File: config.mk
export PLATFORM = sky130hd
export DESIGN_NAME = instruction_fetch_flat
export DESIGN_NICKNAME = d
export VERILOG_FILES = /design/src/rtl/instruction_fetch_if.sv /design/src/rtl/instruction_fetch.sv /design/src/flat_wrapper.sv
export SDC_FILE = /design/constraint.sdc
export NUM_CORES = 1
export LEC_CHECK = 0
export CAP_MARGIN = 20
export CORE_ASPECT_RATIO = 2
export CORE_MARGIN = 1
export CORE_UTILIZATION = 40
export DETAILED_ROUTE_END_ITERATION = 8
export PLACE_DENSITY_LB_ADDON = 0.2
export SLEW_MARGIN = 20
export SYNTH_ARGS = -nofsm -noshare
export SYNTH_HDL_FRONTEND = slang
export SYNTH_SLANG_ARGS = --single-unit
File: constraint.sdc
create_clock -name clock -period 4.1 [get_ports clock]
set_input_delay 0.615 -clock clock [delete_from_list [all_inputs] [get_ports clock]]
set_output_delay 0.615 -clock clock [all_outputs]
set_load 0.01 [all_outputs]
File: src/rtl/instruction_fetch_if.sv
`default_nettype none
// ============================================================================
// Module      : instruction_fetch_if
// Description : Memory read bus (active-low CS/WE/OE word interface) and the
//               Control Unit instruction handshake used by instruction_fetch.
// Revision    : 1.0 - initial release
// ============================================================================
interface instruction_fetch_if;
    // memory side
    logic [31:0] Address;
    logic [31:0] Data;
    logic        CS;
    logic        WE;
    logic        OE;
    // Control Unit side
    logic [31:0] instr;
    logic [31:0] instr_pc;
    logic        instr_valid;
    logic        instr_ready;
    logic        redirect;
    logic [31:0] redirect_pc;
    logic        misalign;

    modport master (
        output Address, CS, WE, OE,
        output instr, instr_pc, instr_valid, misalign,
        input  Data, instr_ready, redirect, redirect_pc
    );

    modport slave (
        input  Address, CS, WE, OE,
        input  instr, instr_pc, instr_valid, misalign,
        output Data, instr_ready, redirect, redirect_pc
    );
endinterface
`default_nettype wire

File: src/rtl/instruction_fetch.sv
`default_nettype none
// ============================================================================
// Module      : instruction_fetch
// Description : Reads program words from memory over the active-low CS/OE
//               bus and feeds them to the Control Unit through a 2-entry
//               prefetch buffer. Supports PC redirect with buffer flush.
//               Optional macro ALIGN_CHECK_EN: misaligned redirect sets the
//               sticky misalign flag and halts fetching until reset.
// Revision    : 1.0 - initial release
// ============================================================================
module instruction_fetch #(
    parameter logic [31:0] RESET_PC  = 32'h0000_0000,
    parameter int          READ_WAIT = 1
) (
    input  wire logic            clock,
    input  wire logic            reset,
    input  wire logic            start,
    instruction_fetch_if.master  bus
);

    typedef enum logic [2:0] {
        IDLE  = 3'd0,
        READ  = 3'd1,
        GAP   = 3'd2,
        STALL = 3'd3,
        HALT  = 3'd4
    } state_t;

    localparam logic [3:0] WAIT_LAST = 4'(READ_WAIT);

    state_t      state, state_n;
    logic [31:0] pc, pc_n;
    logic [3:0]  cnt, cnt_n;
    logic        push, flush, misalign_set, pop;

    // second buffer slot; the head slot lives directly in instr/instr_pc
    logic [31:0] slot1_data, slot1_pc;
    logic        slot1_valid;

    assign pop    = bus.instr_valid && bus.instr_ready;
    assign bus.WE = 1'b1;

`ifndef ALIGN_CHECK_EN
    // the low PC bits are deliberately dropped when alignment checking is off
    logic unused_lsbs;
    assign unused_lsbs = ^bus.redirect_pc[1:0];
`endif

    // next-state, next-PC and buffer control decisions
    always_comb begin
        state_n      = state;
        pc_n         = pc;
        cnt_n        = cnt;
        push         = 1'b0;
        flush        = 1'b0;
        misalign_set = 1'b0;

        case (state)
            IDLE: begin
                if (start) begin
                    state_n = READ;
                    pc_n    = RESET_PC;
                    cnt_n   = 4'd0;
                end
            end
            READ: begin
                if (cnt == WAIT_LAST) begin
                    push    = 1'b1;
                    pc_n    = pc + 32'd4;
                    cnt_n   = 4'd0;
                    state_n = GAP;
                end else begin
                    cnt_n = cnt + 4'd1;
                end
            end
            GAP: begin
                // a pop this edge always frees a slot; otherwise need slot1 empty
                state_n = (!slot1_valid || pop) ? READ : STALL;
                cnt_n   = 4'd0;
            end
            STALL: begin
                if (!slot1_valid) begin
                    state_n = READ;
                end
                cnt_n = 4'd0;
            end
            HALT: begin
                state_n = HALT;
            end
            default: begin
                state_n = IDLE;
            end
        endcase

        // redirect overrides everything, including a coincident capture
        if (bus.redirect && (state != HALT)) begin
            push  = 1'b0;
            flush = 1'b1;
            cnt_n = 4'd0;
`ifdef ALIGN_CHECK_EN
            if (bus.redirect_pc[1:0] != 2'b00) begin
                misalign_set = 1'b1;
                state_n      = HALT;
            end else begin
                pc_n    = bus.redirect_pc;
                state_n = GAP;
            end
`else
            pc_n    = {bus.redirect_pc[31:2], 2'b00};
            state_n = GAP;
`endif
        end
    end

    // state, PC, counter and registered bus outputs
    always_ff @(posedge clock) begin
        if (!reset) begin
            state        <= IDLE;
            pc           <= RESET_PC;
            cnt          <= 4'd0;
            bus.Address  <= 32'd0;
            bus.CS       <= 1'b1;
            bus.OE       <= 1'b1;
            bus.misalign <= 1'b0;
        end else begin
            state <= state_n;
            pc    <= pc_n;
            cnt   <= cnt_n;
            // address is loaded only when a read begins, so it is stable under CS=0
            if ((state_n == READ) && (state != READ)) begin
                bus.Address <= pc_n;
            end
            bus.CS       <= (state_n != READ);
            bus.OE       <= (state_n != READ);
            bus.misalign <= bus.misalign | misalign_set;
        end
    end

    // 2-entry shift FIFO: head in instr/instr_pc, overflow in slot1
    always_ff @(posedge clock) begin
        if (!reset) begin
            bus.instr       <= 32'd0;
            bus.instr_pc    <= 32'd0;
            bus.instr_valid <= 1'b0;
            slot1_data      <= 32'd0;
            slot1_pc        <= 32'd0;
            slot1_valid     <= 1'b0;
        end else if (flush) begin
            bus.instr_valid <= 1'b0;
            slot1_valid     <= 1'b0;
        end else if (push && pop) begin
            if (slot1_valid) begin
                bus.instr    <= slot1_data;
                bus.instr_pc <= slot1_pc;
                slot1_data   <= bus.Data;
                slot1_pc     <= pc;
            end else begin
                bus.instr    <= bus.Data;
                bus.instr_pc <= pc;
            end
        end else if (pop) begin
            bus.instr       <= slot1_data;
            bus.instr_pc    <= slot1_pc;
            bus.instr_valid <= slot1_valid;
            slot1_valid     <= 1'b0;
        end else if (push) begin
            if (!bus.instr_valid) begin
                bus.instr       <= bus.Data;
                bus.instr_pc    <= pc;
                bus.instr_valid <= 1'b1;
            end else begin
                slot1_data  <= bus.Data;
                slot1_pc    <= pc;
                slot1_valid <= 1'b1;
            end
        end
    end

endmodule
`default_nettype wire

File: src/flat_wrapper.sv
// flat-port wrapper written by rule: the top's interface ports become plain ports
module instruction_fetch_flat 
#(
    parameter logic [31:0] RESET_PC  = 32'h0000_0000,
    parameter int          READ_WAIT = 1
)
  (clock, reset, start, bus_Address, bus_CS, bus_WE, bus_OE, bus_instr, bus_instr_pc, bus_instr_valid, bus_misalign, bus_Data, bus_instr_ready, bus_redirect, bus_redirect_pc);
  instruction_fetch_if bus_i ();
  input  wire logic clock;
  input  wire logic reset;
  input  wire logic start;
  output wire logic [$bits(bus_i.Address)-1:0] bus_Address;
  output wire logic [$bits(bus_i.CS)-1:0] bus_CS;
  output wire logic [$bits(bus_i.WE)-1:0] bus_WE;
  output wire logic [$bits(bus_i.OE)-1:0] bus_OE;
  output wire logic [$bits(bus_i.instr)-1:0] bus_instr;
  output wire logic [$bits(bus_i.instr_pc)-1:0] bus_instr_pc;
  output wire logic [$bits(bus_i.instr_valid)-1:0] bus_instr_valid;
  output wire logic [$bits(bus_i.misalign)-1:0] bus_misalign;
  input wire logic [$bits(bus_i.Data)-1:0] bus_Data;
  input wire logic [$bits(bus_i.instr_ready)-1:0] bus_instr_ready;
  input wire logic [$bits(bus_i.redirect)-1:0] bus_redirect;
  input wire logic [$bits(bus_i.redirect_pc)-1:0] bus_redirect_pc;
  assign bus_Address = bus_i.Address;
  assign bus_CS = bus_i.CS;
  assign bus_WE = bus_i.WE;
  assign bus_OE = bus_i.OE;
  assign bus_instr = bus_i.instr;
  assign bus_instr_pc = bus_i.instr_pc;
  assign bus_instr_valid = bus_i.instr_valid;
  assign bus_misalign = bus_i.misalign;
  assign bus_i.Data = bus_Data;
  assign bus_i.instr_ready = bus_instr_ready;
  assign bus_i.redirect = bus_redirect;
  assign bus_i.redirect_pc = bus_redirect_pc;
  instruction_fetch #(.RESET_PC(RESET_PC), .READ_WAIT(READ_WAIT)) u_core (.clock(clock), .reset(reset), .start(start), .bus(bus_i));
endmodule
==> metrics.md, run 1 <==
| Metric | Value |
|---|---|
| Synth area leaders | `dfxtp_1 (46%), mux2i_1 (7.6%), nand2_1 (6.9%), a211oi_1 (6.2%), a21oi_1 (6.0%)` |
| Most common cell after layout, fill and taps aside | `dfxtp_1` |
| Ant. Diodes | `0` |
| Root buffer cell | `clkbuf_16` |
| WP data arrival | `about 3.7 ns` |
| Warnings from Yosys | `0` |
| Unique cell type count in the Yosys netlist | `62` |
| CTS HTree Levels | `1` |
| Post-Syn Area | `approximately 8700 um2` |
| Most frequent cells in the layout | `dfxtp_1 (202), clkdlybuf4s50_1 (165), nand2_1 (160), a21oi_1 (103), nor2_1 (94)` |
| Worst-margin pin slew | `0.808 ns` |
| Post-Syn Area per Cell | `between 8 and 9 um2` |
| VDD IR max | `around 0.27 mV` |
| Synth Instances | `~1000` |
| Clk_skew | `0.0120 ns` |
| Hold Vio Cnt, Final | `0` |
| Period minus WS final | `around 3.2 ns` |
| DP Wirelength | `16100 um` |
| CTS hold repair buffers | `0` |
| WHS Path Cells | `2` |
| Fillers | `between 2000 and 2500` |
| RSZ-0062 raised after global routing | `false` |
| Critical-path maximum fanout | `62` |
| Initial antenna violation count | `0` |
| # Post-CTS Setup Buffers | `0` |
| FMAX | `approximately 0.31 GHz` |
| Post-route ant nets | `0` |
| Number of buffers added on ports | `about 170` |
| CP Capture Type | `register` |
| # rows | `76` |
| Effective utilization at floorplan | `between 40% and 50%` |
| Outcome | `complete, no violations` |
| Final Max Tran Viols | `0` |
| Max cap viols | `0` |
| Placer Congestion | `between 0.8 and 0.9` |
| Clk Latency, worst-skew pair | `approximately 0.50 ns` |
| Stages on the worst setup path | `9` |
| CTS Buffer Depth | `3` |
| CP bufs+invs | `1` |
| Vias in the first global route | `7421` |
| Die area | `~22000 um2` |
| Internal reg-to-reg setup slack | `0.87 ns` |
| Most used cell, CP | `ha_1` |
| Fin area | `11100 um2` |
| CP delay by family, top | `simple AND/OR/NAND/NOR gates` |
| Setup-failing EPs final | `0` |
| Reg clk slew, reported paths | `~0.06 ns` |
| CORE AREA | `about 21000 um2` |
| Post-synthesis net count | `around 1100` |
| Ys async rst share | `0%` |
| Worst hold path class | `register to register` |
| GRT Util Overall | `between 20% and 30%` |
| Startpoint Class | `register` |
| LEAKAGE | `approximately 4 nW` |
| Gr ovfl total | `0` |
| Area grow syn2layout | `27.6%` |
| Final setup TNS | `0 ns` |
| Final period util | `between 70 and 80%` |
| Synth top area share | `46.3%` |
| Largest net degree at the start of global routing | `65` |
| CTS tree | `yes` |
| CTS Buf Count | `20` |
| First-pass GRT wire length | `between 30000 and 40000 um` |
| Drt initial violations | `379` |
| Yosys reg bits | `about 200` |
| Max incr delay on CP | `slightly below 0.6 ns` |
| Ys flop type | `dfxtp_1` |
| Via/cell ratio | `5.37` |
| Post-synth EDFFs | `0` |
| DP Area | `between 10000 and 15000 um2` |
| Post-CTS resize count | `0` |
| WS Path Type | `register to register` |
| Layout cell share with drive strength beyond 1 | `between 5 and 6%` |
| Die width | `106 um` |
| Clk sink count | `between 200 and 250` |
| Remaining DRCs | `0` |
| Leading area contributor after synthesis | `dfxtp_1` |
| Reg2reg path depth | `9` |
| Top Ports | `170` |
| Rel. slew slack | `a little under half` |
| Pwr/cell area | `between 300 and 400 nW/um2` |
| Post-Route WL | `between 20000 and 25000 um` |
| Critical path cell sequence | `ha_1, or3b_1, nor3_1, ha_1, nand4b_1, a211o_2, buf_4, nand2_1, a21oi_1` |
| Vias | `between 7000 and 8000` |
| Slowest stage cell, crit path | `buf_4` |
| Chip Height | `between 200 and 250 um` |
| WL/cell | `about 17 um` |
| Sequential fraction of the synthesis area | `roughly 46%` |
| DRT Pass-1 Iters | `5` |
| WP data required | `4.53 ns` |
| Final nets | `~1200` |
flip-flops by register name, indices dropped and copies added, names as in the netlist:
signal,flops
u_core.pc,32
u_core.state,3
u_core.cnt,4
u_core.bus.OE,1
u_core.bus.instr_pc,32
u_core.slot1_valid,1
u_core.bus.Address,32
u_core.bus.instr_valid,1
u_core.bus.instr,32
u_core.slot1_pc,32
u_core.slot1_data,32
cells by family after synthesis:
logic type | share of synthesized area, %
xor gates and xnor gates | 0.602
muxes | 7.56
AOI/OAI and AO/OA | 20.5
buffers and inverters | 5.73
and+or+nand+nor | 18.4
adders and majority gates | 0.859
other | 0.0860
DFF | 46.3
through the flow:
step                      util (%)  power [mW]  instances  hold WS, ns  setup WS, ns
after global routing          51.9        4.38       1424        0.464         0.628
after CTS                     51.9        4.28       1424        0.452         0.856
final                         51.9        4.22       1424        0.451         0.872
after detailed placement      48.9        2.46       1388        0.444         0.760
after floorplan                  -        2.28       1029        0.436          1.26
after global placement        48.9        2.46       1388        0.437         0.848
final cells by class:
| class | count | area, um2 | share of cell area [%] |
|---|---|---|---|
| clock buffer | 31 | 613 | 5.50 |
| clock inverter | 5 | 32.5 | 0.292 |
| inverter | 14 | 55.1 | 0.494 |
| multi-input combinational | 718 | 4220 | 37.8 |
| sequential | 202 | 4040 | 36.3 |
| tap | 273 | 342 | 3.06 |
| timing repair buffer | 181 | 1850 | 16.6 |
synth_stat cells, drive strengths merged, types with 3 or more instances:
cell    instances
dfxtp         202
nand2         160
a21oi         104
nor2           94
a211oi         73
mux2i          66
clkbuf         60
o21ai          59
buf            35
a31oi          21
nand3          21
inv            14
nand4          13
nor3            9
nor4            9
or4             9
o211ai          8
or3             7
ha              6
o311ai          6
or2             4
and2            3
and3            3
o21a            3
or3b            3
xnor2           3
xor2            3
worst register-to-register path, cell delays in order (launching register included):
cell and delay [ns]:
dfxtp_1 0.40, ha_1 0.32, or3b_1 0.47, nor3_1 0.37, ha_1 0.28, nand4b_1 0.20
a211o_2 0.19, buf_4 0.59, nand2_1 0.17, a21oi_1 0.17
worst paths after layout:
kind	startpoint	endpoint
worst max-delay path	u_core.cnt[0]	u_core.slot1_pc[13]
worst min-delay path	u_core.bus.Address[28]	u_core.bus.Address[28]
worst max register to register	u_core.cnt[0]	u_core.slot1_pc[13]
worst min register to register	u_core.bus.Address[28]	u_core.bus.Address[28]
metal layers:
metal | vias up | GRT usage [%] | part of all wire [%]
met5 | - | 0 | 0
met4 | 0 | 8.55 | 2.9
met2 | 229 | 39.1 | 52
met1 | 3511 | 24.1 | 40
met3 | 38 | 2.22 | 4.8
li1 | 3875 | - | -
power by group:
group / total [mW] / internal, mW / switching, mW
sequential: 2.07 / 2.01 / 0.0586
combinational: 0.352 / 0.169 / 0.183
clock: 1.80 / 1.03 / 0.766
total: 4.22 / 3.21 / 1.01
Power figures use the tool's default switching activity.
==> run 2, diff against run 1 <==
Clock period 4.1 ns to 3.2 ns, I/O delays scaled along.
==> run 2 against run 1 <==
Compared with the run above:
- critical path depth unchanged
- critical endpoint is now u_core.slot1_data[25]
- final area up 0.54%
- register-to-register slack worse by 0.59 ns
- hold slack better by 0.0015 ns
- via count up 0.74%
- global-route usage down 0.18 points
- total power up 30%
- routed wire length up 0.52%
- sequential cell count unchanged
==> metrics.md, run 2 (synthesis results as in run 1) <==
| Metric | Value |
|---|---|
| Clk_skew | `0.0179 ns (+0.00595 ns)` |
| Drt initial violations | `389 (+2.6%)` |
| DRT Pass-1 Iters | `4 (-1)` |
| CP Capture Type | `register` |
| Clk Latency, worst-skew pair | `0.51 ns (about the same)` |
| RSZ-0062 raised after global routing | `false` |
| Slowest stage cell, crit path | `or3b_1` |
| Top Ports | `170 (unchanged)` |
| Number of buffers added on ports | `165 (unchanged)` |
| Setup-failing EPs final | `0 (unchanged)` |
| Worst hold path class | `register to register` |
| Post-route insts no fill | `1428 (+0.28%)` |
| CTS hold repair buffers | `0 (unchanged)` |
| Post-CTS resize count | `0 (unchanged)` |
| Clk sink count | `202 (unchanged)` |
| Period minus WS final | `2.92 ns (-0.307 ns)` |
| Worst r2r src | `u_core.cnt[0]` |
| CTS tree | `yes` |
| First-pass GRT wire length | `37700 um (-0.55%)` |
| Hold Vio Cnt, Final | `0 (unchanged)` |
| Gr ovfl total | `0 (unchanged)` |
| Area grow syn2layout | `28.3%` |
| VDD IR max | `0.312 mV (+15%)` |
| Outcome | `complete, no violations` |
| Largest net degree at the start of global routing | `129 (+98%)` |
| LEAKAGE | `4.07 nW (+1.4%)` |
| Remaining DRCs | `0 (unchanged)` |
| Rel. slew slack | `50.3% (+4.7 points)` |
| Most frequent cells in the layout | `dfxtp_1 (202), clkdlybuf4s50_1 (165), nand2_1 (160), a21oi_1 (103), nor2_1 (94)` |
| CP delay by family, top | `simple AND/OR/NAND/NOR gates` |
| Chip Height | `211 um (unchanged)` |
| DP Wirelength | `15700 um (-2.4%)` |
| Layout cell share with drive strength beyond 1 | `6.50% (+0.59 points)` |
| Vias | `7710 (+0.74%)` |
| Effective utilization at floorplan | `40.6% (unchanged)` |
| Worst Hold End | `u_core.slot1_data[1]` |
| Reg2reg path depth | `9 (unchanged)` |
| Max incr delay on CP | `0.48 ns (-0.11 ns)` |
| Internal reg-to-reg setup slack | `0.28 ns (-0.59 ns)` |
| FMAX | `0.342 GHz (+10%)` |
| Max cap viols | `0 (unchanged)` |
| Reg2Reg Capture Point | `u_core.slot1_data[25]` |
| Startpoint Class | `register` |
| Min-delay src | `u_core.slot1_data[1]` |
| WL/cell | `16.6 um (+0.24%)` |
| Final nets | `1216 (+0.33%)` |
| Via/cell ratio | `5.40 (+0.46%)` |
| WP data required | `3.63 ns (-0.90 ns)` |
| Vias in the first global route | `7245 (-2.4%)` |
| Initial antenna violation count | `1 (+1)` |
| WHS Path Cells | `2 (unchanged)` |
| Root buffer cell | `clkbuf_16` |
| Critical-path maximum fanout | `64 (+3.2%)` |
| Final period util | `91.3% (+13 points)` |
| Most common cell after layout, fill and taps aside | `dfxtp_1` |
| Final Max Tran Viols | `0 (unchanged)` |
| CTS Buffer Depth | `3 (unchanged)` |
| Die width | `106 um (unchanged)` |
| CTS HTree Levels | `1 (unchanged)` |
| Post-route ant nets | `0 (unchanged)` |
| GRT Util Overall | `20.9% (-0.18 points)` |
| Pwr/cell area | `491 nW/um2 (+30%)` |
| Die area | `22500 um2 (unchanged)` |
| WS Path Type | `register to register` |
| CTS Buf Count | `20 (unchanged)` |
| CORE AREA | `21500 um2 (unchanged)` |
| # Post-CTS Setup Buffers | `0 (unchanged)` |
| # rows | `76 (unchanged)` |
| Final setup TNS | `0 ns (unchanged)` |
| Reg clk slew, reported paths | `0.07 ns (about the same)` |
| Worst-margin pin slew | `0.738 ns (-0.0702 ns)` |
| Placer Congestion | `0.865 (-1.8%)` |
| Critical path cell sequence | `ha_1, or3b_1, nor3_1, ha_1, nand2_1, a211oi_4, buf_12, nand2_1, a21oi_1` |
| WP data arrival | `3.36 ns (-0.29 ns)` |
| CP bufs+invs | `1 (unchanged)` |
| Post-Route WL | `23700 um (+0.52%)` |
| Dpl cells | `1392 (+0.29%)` |
[run 2: tightest hold or removal path, cell delays in order, from the launching register on]
cell     delay, ns
dfxtp_1       0.31
nand2_1       0.05
a21oi_1       0.05
[run 2: area by class of cell]
type,instances,area (um2)
Antenna cell,1,2.50
Clock buffer,26,584
Clock inverter,9,76.3
Fill cell,2096,10300
Inverter,14,55.1
Multi-Input combinational cell,718,4220
Sequential cell,202,4040
Tap cell,273,342
Timing Repair Buffer,185,1890
[run 2: through the flow]
step	setup WS (ns)	total power [mW]	hold WS, ns	util (%)	instance area, um2
5_1_grt	0.0755	5.71	0.467	52.2	11200
2_1_floorplan	0.359	2.92	0.436	-	8730
4_1_cts	0.262	5.56	0.454	52.1	11200
6_report	0.279	5.50	0.453	52.2	11200
3_5_place_dp	0.303	3.16	0.446	49.1	10500
3_3_place_gp	0.393	3.16	0.441	49.1	10500
[run 2: how the worst max path moves through the flow]
stage                                 end       startpoint  slack, ns  cells after the start
finish              u_core.slot1_data[25]    u_core.cnt[0]       0.28                      9
detailed placement   u_core.slot1_data[6]    u_core.cnt[0]       0.30                      9
floorplan            u_core.bus.instr[10]  u_core.state[2]       0.36                     11
CTS                  u_core.slot1_data[6]    u_core.cnt[0]       0.26                      9
global route           u_core.slot1_pc[4]    u_core.cnt[0]       0.08                      9
global placement      u_core.slot1_pc[13]     bus_redirect       0.39                      9
[run 2: per-layer routing]
metal	routed length [um]	up-vias	track usage (%)
li1	-	3889	-
met1	9760	3561	24.6
met2	12100	214	37.5
met3	1100	46	2.44
met4	741	0	8.93
met5	0	-	0
[run 2: power by group]
group | switching (mW) | total, mW | leakage [nW] | internal (mW)
Combinational | 0.237 | 0.459 | 2.09 | 0.222
Clock | 1.02 | 2.39 | 0.336 | 1.37
Sequential | 0.0768 | 2.65 | 1.64 | 2.57
==> edit: new RTL, config.mk and constraints of run 1 <==
Build with the macro `ALIGN_CHECK_EN` defined.
--- a/src/rtl/instruction_fetch.sv
+++ b/src/rtl/instruction_fetch.sv
@@ -9,4 +9,6 @@
 // Revision    : 1.0 - initial release
 // ============================================================================
+`define ALIGN_CHECK_EN
+
 module instruction_fetch #(
     parameter logic [31:0] RESET_PC  = 32'h0000_0000,
Behaviour: not the same (Yosys sat finds a counterexample within 4 cycles, from zero or initial values and one cycle with reset low).
==> edit against run 1 <==
Largest power group unchanged; sequential cell count is 1 higher; final area increased by 4.5%; area after synthesis increased by 5.5%; combinational power increased by 3%; setup slack improved by 0.17 ns; power is essentially flat; worst hold slack improved by 0.00082 ns; sequential share of layout area shrank 1.4 points; critical endpoint is now u_core.bus.instr[29]$_SDFFE_PN0P_; wire length grew 7.9%.
==> edit: results (changes against run 1) <==
stage;metric;value;unit;change
status;status;complete, no violations;;unchanged
yosys;Netlist cell types;67;;was 62
setup_path;Worst R2R Setup Slack;1.04;ns;was 0.87 ns
final_layout;Final clock-cell share;5.50;%;was 5.79%
setup_path;FF-to-FF End;u_core.bus.instr[29]$_SDFFE_PN0P_;;was u_core.slot1_pc[13]$_SDFFE_PN0P_
grt;Total Routing Usage GR;21.3;%;was 21.0%
sta;Tmin final;3.06;ns;was 3.23 ns
pwr;switching portion of total power;23.7;%;was 23.9%
placed_design;placed wire-length estimate;17.4;mm;was 16.1 mm
pwr;power share of the clock group;42.9;%;was 42.6%
setup_path;Worst setup startpoint;u_core.state[2]$_SDFF_PN0_;;was u_core.cnt[0]$_SDFFE_PP0P_
route;DRT met1 WL;10.3;mm;was 9.53 mm
placed_design;DP Area;11000;sq um;was 10,500 sq um
grt;met1 Use GR;24.8;%;was 24.1%
yosys;sequential area share after synthesis;44.1;%;was 46.3%
grt;first-pass GRT wire length;39.7;mm;was 37.9 mm
final_layout;Multi-In Gates;754;;was 718
route;final wirelength;25.4;mm;was 23.5 mm
final_layout;Multi-input gate area;4640;sq um;was 4220 sq um
pwr;Worst IR Drop VDD;0.297;mV;was 0.271 mV
pwr;P_leak;4.18;nW;was 4.01 nW
die;die area;23700;sq um;was 22,500 sq um
sta;Worst-Margin Slew;0.719;ns;was 0.808 ns
route;met2 WL post-DR;12.9;mm;was 12.2 mm
grt;met3 usage in global routing;2.50;%;was 2.22%
placed_design;I/O Buffers;168;;was 165
yosys;FF+latch count, synth;203;;was 202
setup_path;CP max-delay cell;dfxtp_1;;was buf_4
grt;largest net degree at the start of global routing;129;;was 65
final_layout;Seq area share;34.9;%;was 36.3%
route;met3 WL;1.09;mm;was 1.13 mm
final_layout;share of layout cells above drive strength 1;10.5;%;was 5.91%
edit: logic make-up (layout without fill, tap and decap cells):
| kind of cell | Yosys count | in the layout | synth area share (%) |
|---|---|---|---|
| XOR/XNOR | 5 | 5 | 0.475 |
| other | 1 | 1 | 0.0407 |
| flip-flops | 203 | 203 | 44.1 |
| buffers and inverters | 106 | 234 | 5.87 |
| AND/OR/NAND/NOR | 383 | 383 | 19.0 |
| multiplexers | 65 | 65 | 7.06 |
| AO/OA/AOI/OAI | 294 | 294 | 22.6 |
| adder cells (fa/ha/maj) | 6 | 6 | 0.815 |
edit: metrics by stage:
stage / util [%] / cells
2_1_floorplan: - / 1063
3_3_place_gp: 48.6 / 1437
3_5_place_dp: 48.6 / 1437
4_1_cts: 51.4 / 1471
5_1_grt: 51.4 / 1471
6_report: 51.4 / 1471
edit: tightest hold or removal path, delay by kind of cell (launching register included):
family / cells / cell delay, ns
flip-flops: 1 / 0.31
AND/OR/NAND/NOR: 1 / 0.05
AO/OA/AOI/OAI: 1 / 0.05
